File: config.mk
export PLATFORM = sky130hd
export DESIGN_NAME = fixed_point_seq_unit
export DESIGN_NICKNAME = d
export VERILOG_FILES = /design/src/rtl/fixed_point_seq_unit_pkg.sv /design/src/rtl/fixed_point_seq_unit_fpu_slice_multiplier.sv /design/src/rtl/fixed_point_seq_unit.sv
export SDC_FILE = /design/constraint.sdc
export NUM_CORES = 2
export LEC_CHECK = 0
export CAP_MARGIN = 15
export CORE_UTILIZATION = 55
export DETAILED_ROUTE_END_ITERATION = 7
export PLACE_DENSITY = 0.77
export SYNTH_ARGS = -nofsm -noshare
export SYNTH_HDL_FRONTEND = slang
export SYNTH_HIERARCHICAL = 1
export SYNTH_SLANG_ARGS = --single-unit
File: constraint.sdc
create_clock -name clk -period 12.73 [get_ports clk]
set_input_delay 2.546 -clock clk [delete_from_list [all_inputs] [get_ports clk]]
set_output_delay 2.546 -clock clk [all_outputs]
set_load 0.01 [all_outputs]
File: src/rtl/fixed_point_seq_unit_pkg.sv
// Shared op codes and FSM state encoding for the fixed-point sequential unit.
package fixed_point_seq_unit_pkg;

    typedef enum logic [1:0] {
        FPU_ADD  = 2'd0,
        FPU_SUB  = 2'd1,
        FPU_MUL  = 2'd2,
        FPU_SQRT = 2'd3
    } fpu_op_e;

    typedef enum logic [1:0] {
        FPU_ST_IDLE = 2'd0,
        FPU_ST_EXEC = 2'd1,
        FPU_ST_DONE = 2'd2
    } fpu_state_e;

endpackage

File: src/rtl/fixed_point_seq_unit_fpu_slice_multiplier.sv
// Combinational WIDTH x MUL_SLICE unsigned partial-product generator.
module fpu_slice_multiplier
    import fixed_point_seq_unit_pkg::*;
#(
    parameter int unsigned WIDTH     = 32,
    parameter int unsigned MUL_SLICE = 8
) (
    input  logic [WIDTH-1:0]           a_i,
    input  logic [MUL_SLICE-1:0]       b_i,
    output logic [WIDTH+MUL_SLICE-1:0] p_o
);

    always_comb begin
        p_o = {{MUL_SLICE{1'b0}}, a_i} * {{WIDTH{1'b0}}, b_i};
    end

endmodule

File: src/rtl/fixed_point_seq_unit.sv
// Sequential Q-format ADD/SUB/MUL/SQRT unit with start/busy/done handshake.
// Define FPU_SATURATION_EN to clamp overflowing ADD/SUB/MUL results instead of wrapping.
module fixed_point_seq_unit
    import fixed_point_seq_unit_pkg::*;
#(
    parameter int unsigned WIDTH     = 32,
    parameter int unsigned FBITS     = 10,
    parameter int unsigned MUL_SLICE = 8
) (
    input  logic             clk,
    input  logic             reset,
    input  logic             start,
    input  logic [1:0]       operation,
    input  logic [WIDTH-1:0] operand_1,
    input  logic [WIDTH-1:0] operand_2,
    output logic [WIDTH-1:0] result,
    output logic             busy,
    output logic             done,
    output logic             overflow,
    output logic             invalid
);

    localparam int unsigned N_SLICE = WIDTH / MUL_SLICE;
    localparam int unsigned RAD_W   = WIDTH + FBITS;
    localparam int unsigned RB      = RAD_W / 2;
    localparam int unsigned CNT_MAX = ((N_SLICE > RB) ? N_SLICE : RB) + 1;
    localparam int unsigned CNT_W   = $clog2(CNT_MAX + 1);
    localparam logic [WIDTH-1:0] MAX_POS = {1'b0, {(WIDTH-1){1'b1}}};
    localparam logic [WIDTH-1:0] MIN_NEG = {1'b1, {(WIDTH-1){1'b0}}};

    fpu_state_e             state_q;
    fpu_op_e                op_q;
    logic [WIDTH-1:0]       a_q, b_q, mag1_q, mag2_q;
    logic                   sign_q;
    logic [2*WIDTH-1:0]     acc_q;
    logic [RAD_W-1:0]       rad_q;
    logic [RB-1:0]          rem_q, root_q;
    logic [CNT_W-1:0]       cnt_q;
    logic [WIDTH-1:0]       result_q;
    logic                   busy_q, done_q, ovf_q, inv_q;

    logic [WIDTH+MUL_SLICE-1:0] pp;
    logic [2*WIDTH-1:0]     pp_wide, acc_d, prod;
    logic [WIDTH-1:0]       mag2_d, add_res, mul_res, res_d;
    logic [WIDTH:0]         a_ext, b_ext, sum;
    logic                   add_ovf, mul_ovf, ovf_d, inv_d, ge;
    logic [RB+1:0]          rem_sh, trial;
    logic [RB-1:0]          rem_d, root_d;
    logic [RAD_W-1:0]       rad_d;
    logic [CNT_W-1:0]       last_cnt;
    int unsigned            shamt;

    fpu_slice_multiplier #(
        .WIDTH    (WIDTH),
        .MUL_SLICE(MUL_SLICE)
    ) u_slice_mul (
        .a_i(mag1_q),
        .b_i(mag2_q[MUL_SLICE-1:0]),
        .p_o(pp)
    );

    // Count 0 prepares magnitudes/radicand, then one count per slice or root bit,
    // then a final count that forms the result.
    always_comb begin
        case (op_q)
            FPU_MUL:  last_cnt = CNT_W'(N_SLICE + 1);
            FPU_SQRT: last_cnt = CNT_W'(RB + 1);
            default:  last_cnt = CNT_W'(1);
        endcase

        a_ext   = {a_q[WIDTH-1], a_q};
        b_ext   = {b_q[WIDTH-1], b_q};
        sum     = (op_q == FPU_SUB) ? (a_ext - b_ext) : (a_ext + b_ext);
        add_ovf = sum[WIDTH] ^ sum[WIDTH-1];
        add_res = sum[WIDTH-1:0];

        pp_wide = '0;
        pp_wide[WIDTH+MUL_SLICE-1:0] = pp;
        shamt   = 32'(cnt_q - CNT_W'(1)) * MUL_SLICE;
        acc_d   = acc_q + (pp_wide << shamt);
        mag2_d  = mag2_q >> MUL_SLICE;

        prod    = acc_q >> FBITS;
        mul_ovf = sign_q ? (prod > {{WIDTH{1'b0}}, MIN_NEG})
                         : (prod > {{WIDTH{1'b0}}, MAX_POS});
        mul_res = sign_q ? -prod[WIDTH-1:0] : prod[WIDTH-1:0];

`ifdef FPU_SATURATION_EN
        if (add_ovf) add_res = sum[WIDTH] ? MIN_NEG : MAX_POS;
        if (mul_ovf) mul_res = sign_q ? MIN_NEG : MAX_POS;
`endif

        // Restoring root step: bring down two radicand bits, try (root<<2)|1.
        rem_sh = {rem_q, rad_q[RAD_W-1 -: 2]};
        trial  = {root_q, 2'b01};
        ge     = (rem_sh >= trial);
        rem_d  = ge ? RB'(rem_sh - trial) : rem_sh[RB-1:0];
        root_d = {root_q[RB-2:0], ge};
        rad_d  = rad_q << 2;

        case (op_q)
            FPU_MUL: begin
                res_d = mul_res;
                ovf_d = mul_ovf;
                inv_d = 1'b0;
            end
            FPU_SQRT: begin
                res_d = a_q[WIDTH-1] ? '0 : WIDTH'(root_q);
                ovf_d = 1'b0;
                inv_d = a_q[WIDTH-1];
            end
            default: begin
                res_d = add_res;
                ovf_d = add_ovf;
                inv_d = 1'b0;
            end
        endcase
    end

    always_ff @(posedge clk) begin
        if (reset) begin
            state_q  <= FPU_ST_IDLE;
            op_q     <= FPU_ADD;
            a_q      <= '0;
            b_q      <= '0;
            mag1_q   <= '0;
            mag2_q   <= '0;
            sign_q   <= 1'b0;
            acc_q    <= '0;
            rad_q    <= '0;
            rem_q    <= '0;
            root_q   <= '0;
            cnt_q    <= '0;
            result_q <= '0;
            busy_q   <= 1'b0;
            done_q   <= 1'b0;
            ovf_q    <= 1'b0;
            inv_q    <= 1'b0;
        end else begin
            case (state_q)
                FPU_ST_IDLE: begin
                    if (start) begin
                        op_q    <= fpu_op_e'(operation);
                        a_q     <= operand_1;
                        b_q     <= operand_2;
                        cnt_q   <= '0;
                        busy_q  <= 1'b1;
                        ovf_q   <= 1'b0;
                        inv_q   <= 1'b0;
                        state_q <= FPU_ST_EXEC;
                    end
                end
                FPU_ST_EXEC: begin
                    if (cnt_q == last_cnt) begin
                        result_q <= res_d;
                        ovf_q    <= ovf_d;
                        inv_q    <= inv_d;
                        done_q   <= 1'b1;
                        state_q  <= FPU_ST_DONE;
                    end else begin
                        cnt_q <= cnt_q + CNT_W'(1);
                        if (cnt_q == '0) begin
                            // Unsigned magnitudes keep the most-negative operand exact.
                            mag1_q <= a_q[WIDTH-1] ? -a_q : a_q;
                            mag2_q <= b_q[WIDTH-1] ? -b_q : b_q;
                            sign_q <= a_q[WIDTH-1] ^ b_q[WIDTH-1];
                            acc_q  <= '0;
                            rad_q  <= {a_q, {FBITS{1'b0}}};
                            rem_q  <= '0;
                            root_q <= '0;
                        end else begin
                            acc_q  <= acc_d;
                            mag2_q <= mag2_d;
                            rad_q  <= rad_d;
                            rem_q  <= rem_d;
                            root_q <= root_d;
                        end
                    end
                end
                FPU_ST_DONE: begin
                    done_q  <= 1'b0;
                    busy_q  <= 1'b0;
                    state_q <= FPU_ST_IDLE;
                end
                default: state_q <= FPU_ST_IDLE;
            endcase
        end
    end

    assign result   = result_q;
    assign busy     = busy_q;
    assign done     = done_q;
    assign overflow = ovf_q;
    assign invalid  = inv_q;

endmodule

==> results by group <==
Final layout
  – Commonest non-fill, non-tap cell in the layout: nand2_1
  – Layout Nets: approximately 4.3k
  – Most frequent cells in the layout: 563 x nand2_1, 323 x a21oi_1, 311 x dfxtp_1
  – Design area: roughly 33000 um^2
  – Antenna diodes: 0
  – Final core utilization: 60.4%
  – Area delta synth->final: 8.13%
  – Layout cells sized above 1: 3.95%

Clock tree
  – CTS tree: done
  – # H-tree levels: 2
  – Num CTS Buffers: 36
  – Clock sink count: 312
  – Cts repair resizes: 0
  – CTS root buf: clkbuf_16
  – Postcts setup bufs: 0
  – Max Buffers Root-to-Sink: 3
  – Hold buffers post-CTS: 0
  – Worst skew pair latency: around 0.56 ns
  – Clk slew on worst S/H paths: ~0.060 ns

Critical path
  – Worst setup SP type: flip-flop
  – Worst r2r src: mag2_q[7]
  – Worst path max stage delay: 1.06 ns
  – Critical path type: flip-flop to flip-flop
  – Critical path arrival: 10.12 ns
  – Cell mode on critical path: fa_1
  – Register-to-Register Path Depth: 28
  – Flop-to-flop setup slack: 3.04 ns
  – End of the critical path: acc_q[61]
  – RR Endpoint: acc_q[61]
  – CP endpoint kind: flip-flop
  – Crit path launch: mag2_q[7]
  – Slowest-stage cell, CP: dfxtp_1
  – CP Data Required Time: 13.16 ns
  – Max FO, Critical Path: 33

STA
  – Crit share post-route: between 70% and 80%
  – Setup Viol. Count Final: 0
  – Setup tns final: 0 ns
  – FMAX: 103 MHz
  – Period minus WS final: 9.69 ns
  – Worst hold slack: 0.461 ns
  – Unrepaired setup endpoints after global routing: false
  – Slew margin rel.: between 20 and 25%
  – Final Max Slew Viols: 0
  – Worst Tran Pin Value: 1.13 ns
  – Fin. Hold Viols: 0
  – Clk_skew: between 0.015 and 0.02 ns

Run status
  – Status: complete, no violations

Global route
  – Largest net degree at the start of global routing: 92
  – First-pass GRT wire length: 145000 um
  – Remaining global-route overflow: 0
  – Initial antenna violation count: 1
  – All-Layer GR Usage: 32.3%
  – Number of global-route vias before repair: 26.3k

Floorplan
  – Placement Rows: 85
  – Die area: 55700 um^2
  – Starting density of the core: 55.9%
  – Horiz. Die Dim: approximately 240 um
  – Core box area: 53900 um^2
  – Ports: approximately 110
  – Chip Height: 236 um

Placed design
  – Post-DP HPWL: 67800 um
  – RD Place Congestion: 1.00
  – I/O Buffers: 104
  – Placed Area: 31400 um^2

Route
  – DR top layer: met5
  – Antenna Violating Nets Remaining: 0
  – DRC viols: 0
  – Met2 Routed Length: 41400 um
  – Met3 WL: ~6900 um
  – Via count: 28.1k
  – Routed WL: slightly above 90000 um
  – DRT Pass-1 Iters: 6
  – WL/cell: 19.9 um
  – DRT met1 WL: 39600 um
  – DR iter-0 viols: a little under 3k
  – Detail-routed via count per cell: 6.16

Synth
  – Seq/Total Area, Yosys: between 20% and 30%
  – Register bit total from synthesis: approximately 310
  – Post-synth top area share: 20.7%
  – Synth top area cells: dfxtp_1 21%, fa_1 12%, ha_1 7.6%
  – Synth cell types: 89
  – Post-synthesis cell area: 30100 um^2
  – Post-synth ARST share: 0%
  – Post-Syn Instances: 3912
  – Post-Syn Area per Cell: 7.70 um^2
  – Syn Nets: 4347
  – Dominant cell type by area after synthesis: dfxtp_1
  – Post-synth top flop: dfxtp_1
  – Yosys Warn Count: 6
  – Number of flops mapped to enable cells by yosys: 0

Pwr
  – Pwr Total: approximately 3000 uW
  – Leakage Power: ~0.014 uW
  – Peak supply drop: approximately 120 uV
  – Cell Pwr Density: 91.5 nW/um^2

Run
  – Max Cap Viol: 0

Hold path
  – Hold Path Class: flip-flop to flip-flop
  – Cells on Worst Hold Path: 2
synth_stat cells (all sizes together) (55+ instances only):
library cell	n
nor2	288
a22oi	61
o21ai	190
a21o	71
fa	182
nand2	564
xnor2	109
and2	210
ha	184
nor3	55
dfxtp	312
clkbuf	215
a21oi	327
inv	273
xor2	136
nand3	65
stage by stage:
step	cells	setup WS, ns
final	4569	3.04
after global routing	4569	2.59
after CTS	4569	3.26
after detailed placement	4503	3.31
after global placement	4503	3.61
after floorplan	3912	4.98
worst min path at each step:
stage	slack, ns	endpoint	startpoint
final	0.46	mag2_q[3]	mag2_q[3]
after floorplan	0.43	acc_q[9]	acc_q[9]
after global placement	0.44	result[24]	result[24]
after detailed placement	0.45	mag2_q[3]	mag2_q[3]
after global routing	0.48	mag2_q[1]	mag2_q[1]
after CTS	0.46	mag2_q[3]	mag2_q[3]
flip-flops by register name, indices dropped and copies added (netlist names):
| name | flops |
|---|---|
| acc_q | 64 |
| overflow | 1 |
| cnt_q | 5 |
| result | 32 |
| mag2_q | 32 |
| a_q | 32 |
| done | 1 |
| root_q | 21 |
| state_q | 2 |
| rad_q | 32 |
| b_q | 32 |
| mag1_q | 32 |
| busy | 1 |
| op_q | 2 |
| invalid | 1 |
| sign_q | 1 |
| rem_q | 21 |
report_power, final:
| part | switching [uW] | total [uW] | internal, uW | leakage, uW |
|---|---|---|---|---|
| logic | 524 | 823 | 298 | 0.0107 |
| clock network | 448 | 1050 | 605 | 0.000569 |
| registers | 82.6 | 1110 | 1020 | 0.00254 |
kinds of logic after synthesis:
logic type | after synthesis | synth area share (%)
xor gates and xnor gates | 246 | 7.20
and+or+nand+nor | 1385 | 21.5
buffers and inverters | 513 | 6.54
AOI/OAI and AO/OA | 1019 | 21.8
DFF | 312 | 20.7
adders and majority gates | 366 | 19.7
muxes | 71 | 2.46
critical path: cells and delay by family (launching register included):
kind	cells	cell delay [ns]
xor gates and xnor gates	2	0.46
muxes	1	0.26
and+or+nand+nor	7	1.25
adders and majority gates	6	2.93
AOI/OAI and AO/OA	9	3.40
buffers and inverters	3	0.17
DFF	1	1.06
cell type report:
cell class              count  area (um^2)
multi-input cells        3087        22000
fillers                  4809        21300
flip-flops and latches    312         6250
repair buffers            134         1270
clock buffers              54         1060
inverters                 274         1030
well taps                 696          871
clock inverters            12          125
per-layer routing:
| layer | vias up | global-route usage, % |
|---|---|---|
| li1 | 13400 | - |
| met1 | 13500 | 44.9 |
| met2 | 1119 | 51.9 |
| met3 | 174 | 4.04 |
| met4 | 2 | 10.6 |
| met5 | - | 0 |
No activity file was read; power rests on OpenSTA's default activity.
